`src/rtl/flash_playback_controller.sv`:
```
// Flash audio playback sequencer: flash word address plus sample-rate strobe.
// Define AUDIO_LOOP_EN to wrap at the track ends instead of pausing there.
module flash_playback_controller #(
   parameter int unsigned           ADDR_W      = 23,
   parameter logic [ADDR_W-1:0]     ADDR_MAX    = 23'h7FFFF,
   parameter int unsigned           DIV_W       = 16,
   parameter logic [DIV_W-1:0]      DIV_DEFAULT = 16'd1136,
   parameter logic [DIV_W-1:0]      DIV_STEP    = 16'd64,
   parameter logic [DIV_W-1:0]      DIV_MIN     = 16'd256,
   parameter logic [DIV_W-1:0]      DIV_MAX     = 16'd4096
) (
   input  logic              clk,
   input  logic              reset_n,
   input  logic              cmd_play,
   input  logic              cmd_pause,
   input  logic              cmd_fwd,
   input  logic              cmd_bwd,
   input  logic              cmd_restart,
   input  logic              cmd_faster,
   input  logic              cmd_slower,
   input  logic              rd_inc,
   input  logic              rd_reset,
   output logic              samplenow,
   output logic [ADDR_W-1:0] address,
   output logic              playing,
   output logic              dir_bwd,
   output logic [DIV_W-1:0]  divider
);

   typedef enum logic {
      S_PAUSED = 1'b0,
      S_PLAY   = 1'b1
   } state_t;

   localparam logic [ADDR_W-1:0] A_ONE  = {{(ADDR_W-1){1'b0}}, 1'b1};
   localparam logic [ADDR_W-1:0] A_ZERO = '0;
   localparam logic [DIV_W-1:0]  D_ONE  = {{(DIV_W-1){1'b0}}, 1'b1};

   state_t             r_state;
   logic [ADDR_W-1:0]  r_addr;
   logic               r_dir;
   logic [DIV_W-1:0]   r_div;
   logic [DIV_W-1:0]   r_tick;
   logic               r_sample;

   logic               w_restart;
   logic               w_at_end;
   logic               w_stop;
   logic [ADDR_W-1:0]  w_addr_step;
   logic [DIV_W:0]     w_dec_raw;
   logic [DIV_W:0]     w_inc_raw;
   logic [DIV_W-1:0]   w_div_dn;
   logic [DIV_W-1:0]   w_div_up;
   logic [DIV_W-1:0]   w_div_m1;

   assign w_restart = cmd_restart | rd_reset;
   assign w_at_end  = r_dir ? (r_addr == A_ZERO) : (r_addr == ADDR_MAX);

`ifdef AUDIO_LOOP_EN
   assign w_stop = 1'b0;
   always_comb begin
      w_addr_step = r_dir ? (r_addr - A_ONE) : (r_addr + A_ONE);
      if (w_at_end)
         w_addr_step = r_dir ? ADDR_MAX : A_ZERO;
   end
`else
   assign w_stop = rd_inc & ~w_restart & w_at_end;
   always_comb begin
      w_addr_step = r_dir ? (r_addr - A_ONE) : (r_addr + A_ONE);
      if (w_at_end)
         w_addr_step = r_addr;
   end
`endif

   // Widened by one bit so a borrow or carry is visible before saturating.
   assign w_dec_raw = {1'b0, r_div} - {1'b0, DIV_STEP};
   assign w_inc_raw = {1'b0, r_div} + {1'b0, DIV_STEP};
   assign w_div_dn  = (w_dec_raw[DIV_W] || (w_dec_raw[DIV_W-1:0] < DIV_MIN))
                      ? DIV_MIN : w_dec_raw[DIV_W-1:0];
   assign w_div_up  = (w_inc_raw > {1'b0, DIV_MAX})
                      ? DIV_MAX : w_inc_raw[DIV_W-1:0];
   assign w_div_m1  = r_div - D_ONE;

   always_ff @(posedge clk or negedge reset_n) begin
      if (!reset_n) begin
         r_state  <= S_PAUSED;
         r_addr   <= '0;
         r_dir    <= 1'b0;
         r_div    <= DIV_DEFAULT;
         r_tick   <= '0;
         r_sample <= 1'b0;
      end else begin
         if (cmd_pause || w_stop)
            r_state <= S_PAUSED;
         else if (cmd_play)
            r_state <= S_PLAY;

         if (cmd_fwd && !cmd_bwd)
            r_dir <= 1'b0;
         else if (cmd_bwd && !cmd_fwd)
            r_dir <= 1'b1;

         if (cmd_faster && !cmd_slower)
            r_div <= w_div_dn;
         else if (cmd_slower && !cmd_faster)
            r_div <= w_div_up;

         if (w_restart)
            r_addr <= r_dir ? ADDR_MAX : A_ZERO;
         else if (rd_inc)
            r_addr <= w_addr_step;

         // >= lets a freshly shrunk divider fire at once rather than wrap.
         if (w_restart || r_state != S_PLAY) begin
            r_tick   <= '0;
            r_sample <= 1'b0;
         end else if (r_tick >= w_div_m1) begin
            r_tick   <= '0;
            r_sample <= 1'b1;
         end else begin
            r_tick   <= r_tick + D_ONE;
            r_sample <= 1'b0;
         end
      end
   end

   assign samplenow = r_sample;
   assign address   = r_addr;
   assign playing   = (r_state == S_PLAY);
   assign dir_bwd   = r_dir;
   assign divider   = r_div;

endmodule

```
`config.mk`:
```
export PLATFORM = sky130hd
export DESIGN_NAME = flash_playback_controller
export DESIGN_NICKNAME = d
export VERILOG_FILES = /design/src/rtl/flash_playback_controller.sv
export SDC_FILE = /design/constraint.sdc
export NUM_CORES = 1
export LEC_CHECK = 0
export ABC_AREA = 1
export CAP_MARGIN = 20
export CELL_PAD_IN_SITES_DETAIL_PLACEMENT = 0
export CELL_PAD_IN_SITES_GLOBAL_PLACEMENT = 1
export CORE_MARGIN = 1.5
export CORE_UTILIZATION = 42
export DETAILED_ROUTE_END_ITERATION = 7
export PLACE_DENSITY = 0.92
export SYNTH_ARGS = -nofsm -noshare
export SYNTH_HDL_FRONTEND = slang
export SYNTH_SLANG_ARGS = --single-unit
```
`constraint.sdc`:
```
create_clock -name clk -period 4.15 [get_ports clk]
set_clock_uncertainty 0.15 [all_clocks]
set_input_delay 0.6225 -clock clk [delete_from_list [all_inputs] [get_ports clk]]
set_output_delay 0.6225 -clock clk [all_outputs]
set_load 0.1 [all_outputs]
```
==> impl_metrics.csv <==
group,metric,value,unit
worst_setup_path,start_kind,"flop",
yosys,synth_top_area_cell,"sky130_fd_sc_hd__dfrtp_1",
global_route,globalRouteOverflowTotal,0,
routing,wl,13.3,mm
worst_setup_path,end_kind,"flop",
yosys,synthesis.yosys.warnings,0,
routing,drc,6,
floorplanning,core_region_area,11500,um2
clock_network,clock_sink_count,53,
clock_network,post_cts.repair.setup_buffers,0,
routing,wire_per_inst,14.3,um
outcome,violations,"design-rule violations",
finish,post_route_cells_drive_above_1_share,0.0467,
timing,tightestPinTransition,1.04,ns
worst_setup_path,cpPeakStageDelay,0.49,ns
run,maxCapViolCount,0,
worst_setup_path,crit_slowest_cell,"sky130_fd_sc_hd__dfrtp_1",
outcome,outcome,"finished, violations left",
power,power_frac_comb,0.636,
finish,most_common_library_cell_in_the_layout_ignoring_fill_and_taps,"sky130_fd_sc_hd__nand2_1",
worst_setup_path,worstPathCellList,"inv_1, ha_1, nand2_1, nor2_4, nand3_1, nor2_1, inv_1, a31oi_1, xor2_1, ha_1, nand2_1, inv_1, nand3_1, inv_1, a21oi_1, nand3_1, nor2_1",
floorplanning,pin_count,53,
finish,fin_cells,936,
worst_setup_path,worst-endpoint-required,4.23,ns
floorplanning,dieHeight,112,um
power,powerDensity,600,nW/um2
worst_setup_path,crit_top_cell,"sky130_fd_sc_hd__inv_1",
routing,via_count_of_the_routed_design,4950,
clock_network,clk_transition_reported_paths,0.08,ns
worst_setup_path,path_class,"reg -> reg",
floorplanning,dieWidth,112,um
global_route,grt_start_max_net_pins,35,
clock_network,cts_root_buf,"sky130_fd_sc_hd__clkbuf_16",
worst_setup_path,crit_path_max_fanout,15,
floorplanning,floorplan.die_area,12600,um2
timing,final-max-slew-violation-count,0,
power,clock_power_share,0.129,
power,fin_total_pwr,3.43,mW
clock_network,cts_buffer_depth,2,
global_route,wire_length_of_the_first_global_routing_pass,22.9,mm
finish,diodes,0,
power,netSwitchingFraction,0.571,
routing,drt_first_pass_iters,7,
timing,final_hold_viol_count,0,
yosys,synth_enable_flop_cells,0,
routing,routed_via_density,5.29,
yosys,avgSynthCellArea,6.70,um2
clock_network,number_of_buffers_inserted_during_clock_tree_synthesis,5,
yosys,ys_ff_latch,53,
timing,fmax,0.289,GHz
clock_network,worst_skew_pair.late_latency,0.30,ns
worst_setup_path,worst_ep_arrival_time,3.54,ns
yosys,async_flop_share,1.00,
yosys,synth_top_area_frac,0.250,
power,power.internal,1.48,mW
clock_network,cts.htree.levels,2,
floorplanning,row_count,39,
clock_network,tritoncts,"yes",
power,leakage,2.80,nW
yosys,netlist_instances,747,
finish,layout.core_utilization,0.497,
yosys,top_area_cells_in_the_synthesized_netlist,"sky130_fd_sc_hd__dfrtp_1, sky130_fd_sc_hd__nand2_1, sky130_fd_sc_hd__ha_1, sky130_fd_sc_hd__inv_1, sky130_fd_sc_hd__nand3_1",
floorplanning,floorplan.initialDensity,0.434,
yosys,yosysSeqAreaShare,0.266,
timing,worst_hold_slack,0.273,ns
power,p_seq_frac,0.234,
global_route,initial_antenna_violation_count,0,
finish,synthesis_to_finish_area_growth,14.4,%
power,peakVddDrop,0.000350,V
timing,post-route-period-util,0.834,
placement,port_buffers,48,
global_route,grt_util_all_layers,0.223,
yosys,netlist_area_before_placement,5000,um2
timing,final.min_clock_period,3.46,ns
clock_network,cts_repair_resize_count,0,
global_route,grt_pass1_vias,4836,
clock_network,postCtsHoldBufs,0,
worst_hold_path,min_path_type,"in -> async",
routing,antenna_violating_nets_post_route,0,
yosys,ys_dominant_reg_cell,"sky130_fd_sc_hd__dfrtp_1",
yosys,netlist-cell-type-count,40,
timing,rsz0062_at_grt,"false",
finish,commonest_cells_after_routing_fill_and_taps_aside,"sky130_fd_sc_hd__nand2_1, sky130_fd_sc_hd__inv_1, sky130_fd_sc_hd__nor2_1",
timing,timing.max_slew.rel_slack,0.306,
routing,detail_route.iter0.violations,344,
placement,finalWeightedCongestion,0.909,
timing,setup_violators_final,0,
power,power_switching,1.96,mW
timing,setup-tns-final,0,ns
placement,placedCellCount,928,
placement,hpwlAfterDp,10.4,mm
finish,finish.net_count,847,
[registers in the layout, indices dropped and copies added, names as in the netlist]
register / count
samplenow: 1
r_tick: 16
dir_bwd: 1
address: 23
divider: 11
playing: 1
[worst max-delay path, delay by kind of cell (launching register included)]
family | cells | cell delay, ns
simple gates | 8 | 1.27
xor+xnor | 1 | 0.21
flops | 1 | 0.49
buf+inv | 4 | 0.32
compound gates | 2 | 0.42
fa+ha+maj | 2 | 0.50
[power by group through the flow]
stage,Combinational (mW),Clock [mW],Sequential (mW)
2_1_floorplan,1.19,0,1.31
3_3_place_gp,2.15,0,0.804
3_5_place_dp,2.16,0,0.808
4_1_cts,2.18,0.461,0.798
5_1_grt,2.39,0.481,0.822
6_report,2.19,0.445,0.804
[layout make-up]
class	instances	area, um2
Fill cell	1183	5790
Clock inverter	2	13.8
Tap cell	143	179
Clock buffer	6	139
Multi-Input combinational cell	581	3190
Sequential cell	53	1330
Timing Repair Buffer	51	495
Inverter	100	375
[layer usage]
| layer | vias up | part of all wire | GRT usage |
|---|---|---|---|
| li1 | 2532 | - | - |
| met1 | 2312 | 0.47 | 0.295 |
| met2 | 98 | 0.49 | 0.384 |
| met3 | 8 | 0.032 | 0.0313 |
| met4 | 0 | 0.011 | 0.0574 |
| met5 | - | 0 | 0 |
[through the flow]
stage	instance area [um2]	setup WS, ns
2_1_floorplan	5020	0.666
3_5_place_dp	5570	0.665
3_3_place_gp	5570	0.908
6_report	5720	0.690
4_1_cts	5720	0.633
5_1_grt	5720	0.274
[logic make-up (layout without fill, tap and decap cells)]
kind of cell | Yosys count | after routing | synth area share
AO/OA/AOI/OAI | 87 | 87 | 0.0958
XOR/XNOR | 40 | 40 | 0.0700
adder cells (fa/ha/maj) | 44 | 44 | 0.112
buffers and inverters | 117 | 159 | 0.0998
flip-flops | 53 | 53 | 0.266
other | 1 | 5 | 0.000749
AND/OR/NAND/NOR | 405 | 405 | 0.356
[cells in the mapped netlist (2+ instances only)]
library cell                 n
sky130_fd_sc_hd__ha_1       43
sky130_fd_sc_hd__inv_1      95
sky130_fd_sc_hd__nand2_4     2
sky130_fd_sc_hd__buf_4       7
sky130_fd_sc_hd__xor2_1     34
sky130_fd_sc_hd__o21ai_0    21
sky130_fd_sc_hd__nor4_1      6
sky130_fd_sc_hd__nand3b_1    2
sky130_fd_sc_hd__dfrtp_1    50
sky130_fd_sc_hd__buf_6       4
sky130_fd_sc_hd__a21oi_1    46
sky130_fd_sc_hd__dfstp_2     3
sky130_fd_sc_hd__inv_2       5
sky130_fd_sc_hd__nor2_1     79
sky130_fd_sc_hd__nand2_2     2
sky130_fd_sc_hd__nor2_4      2
sky130_fd_sc_hd__nand3_2     3
sky130_fd_sc_hd__nor3_1     15
sky130_fd_sc_hd__nand3_1    60
sky130_fd_sc_hd__nand2_1   198
sky130_fd_sc_hd__nand4_1    31
sky130_fd_sc_hd__buf_2       3
sky130_fd_sc_hd__o21ai_1     6
sky130_fd_sc_hd__nor2_2      4
sky130_fd_sc_hd__o21a_1      4
sky130_fd_sc_hd__xnor2_1     6
sky130_fd_sc_hd__clkbuf_1    3
[path summary, 6_finish.rpt]
kind	slack [ns]	startpoint	depth (start not counted)	to
worst min register to register	0.38	divider[4]	2	divider[4]
max in group asynchronous	2.74	reset_n	2	divider[6]
worst min-delay path	0.27	reset_n	1	divider[14]
worst max register to register	0.69	divider[7]	17	r_tick[11]
min in group clk	0.38	divider[4]	2	divider[4]
worst max-delay path	0.69	divider[7]	17	r_tick[11]
Power figures use the tool's default switching activity.
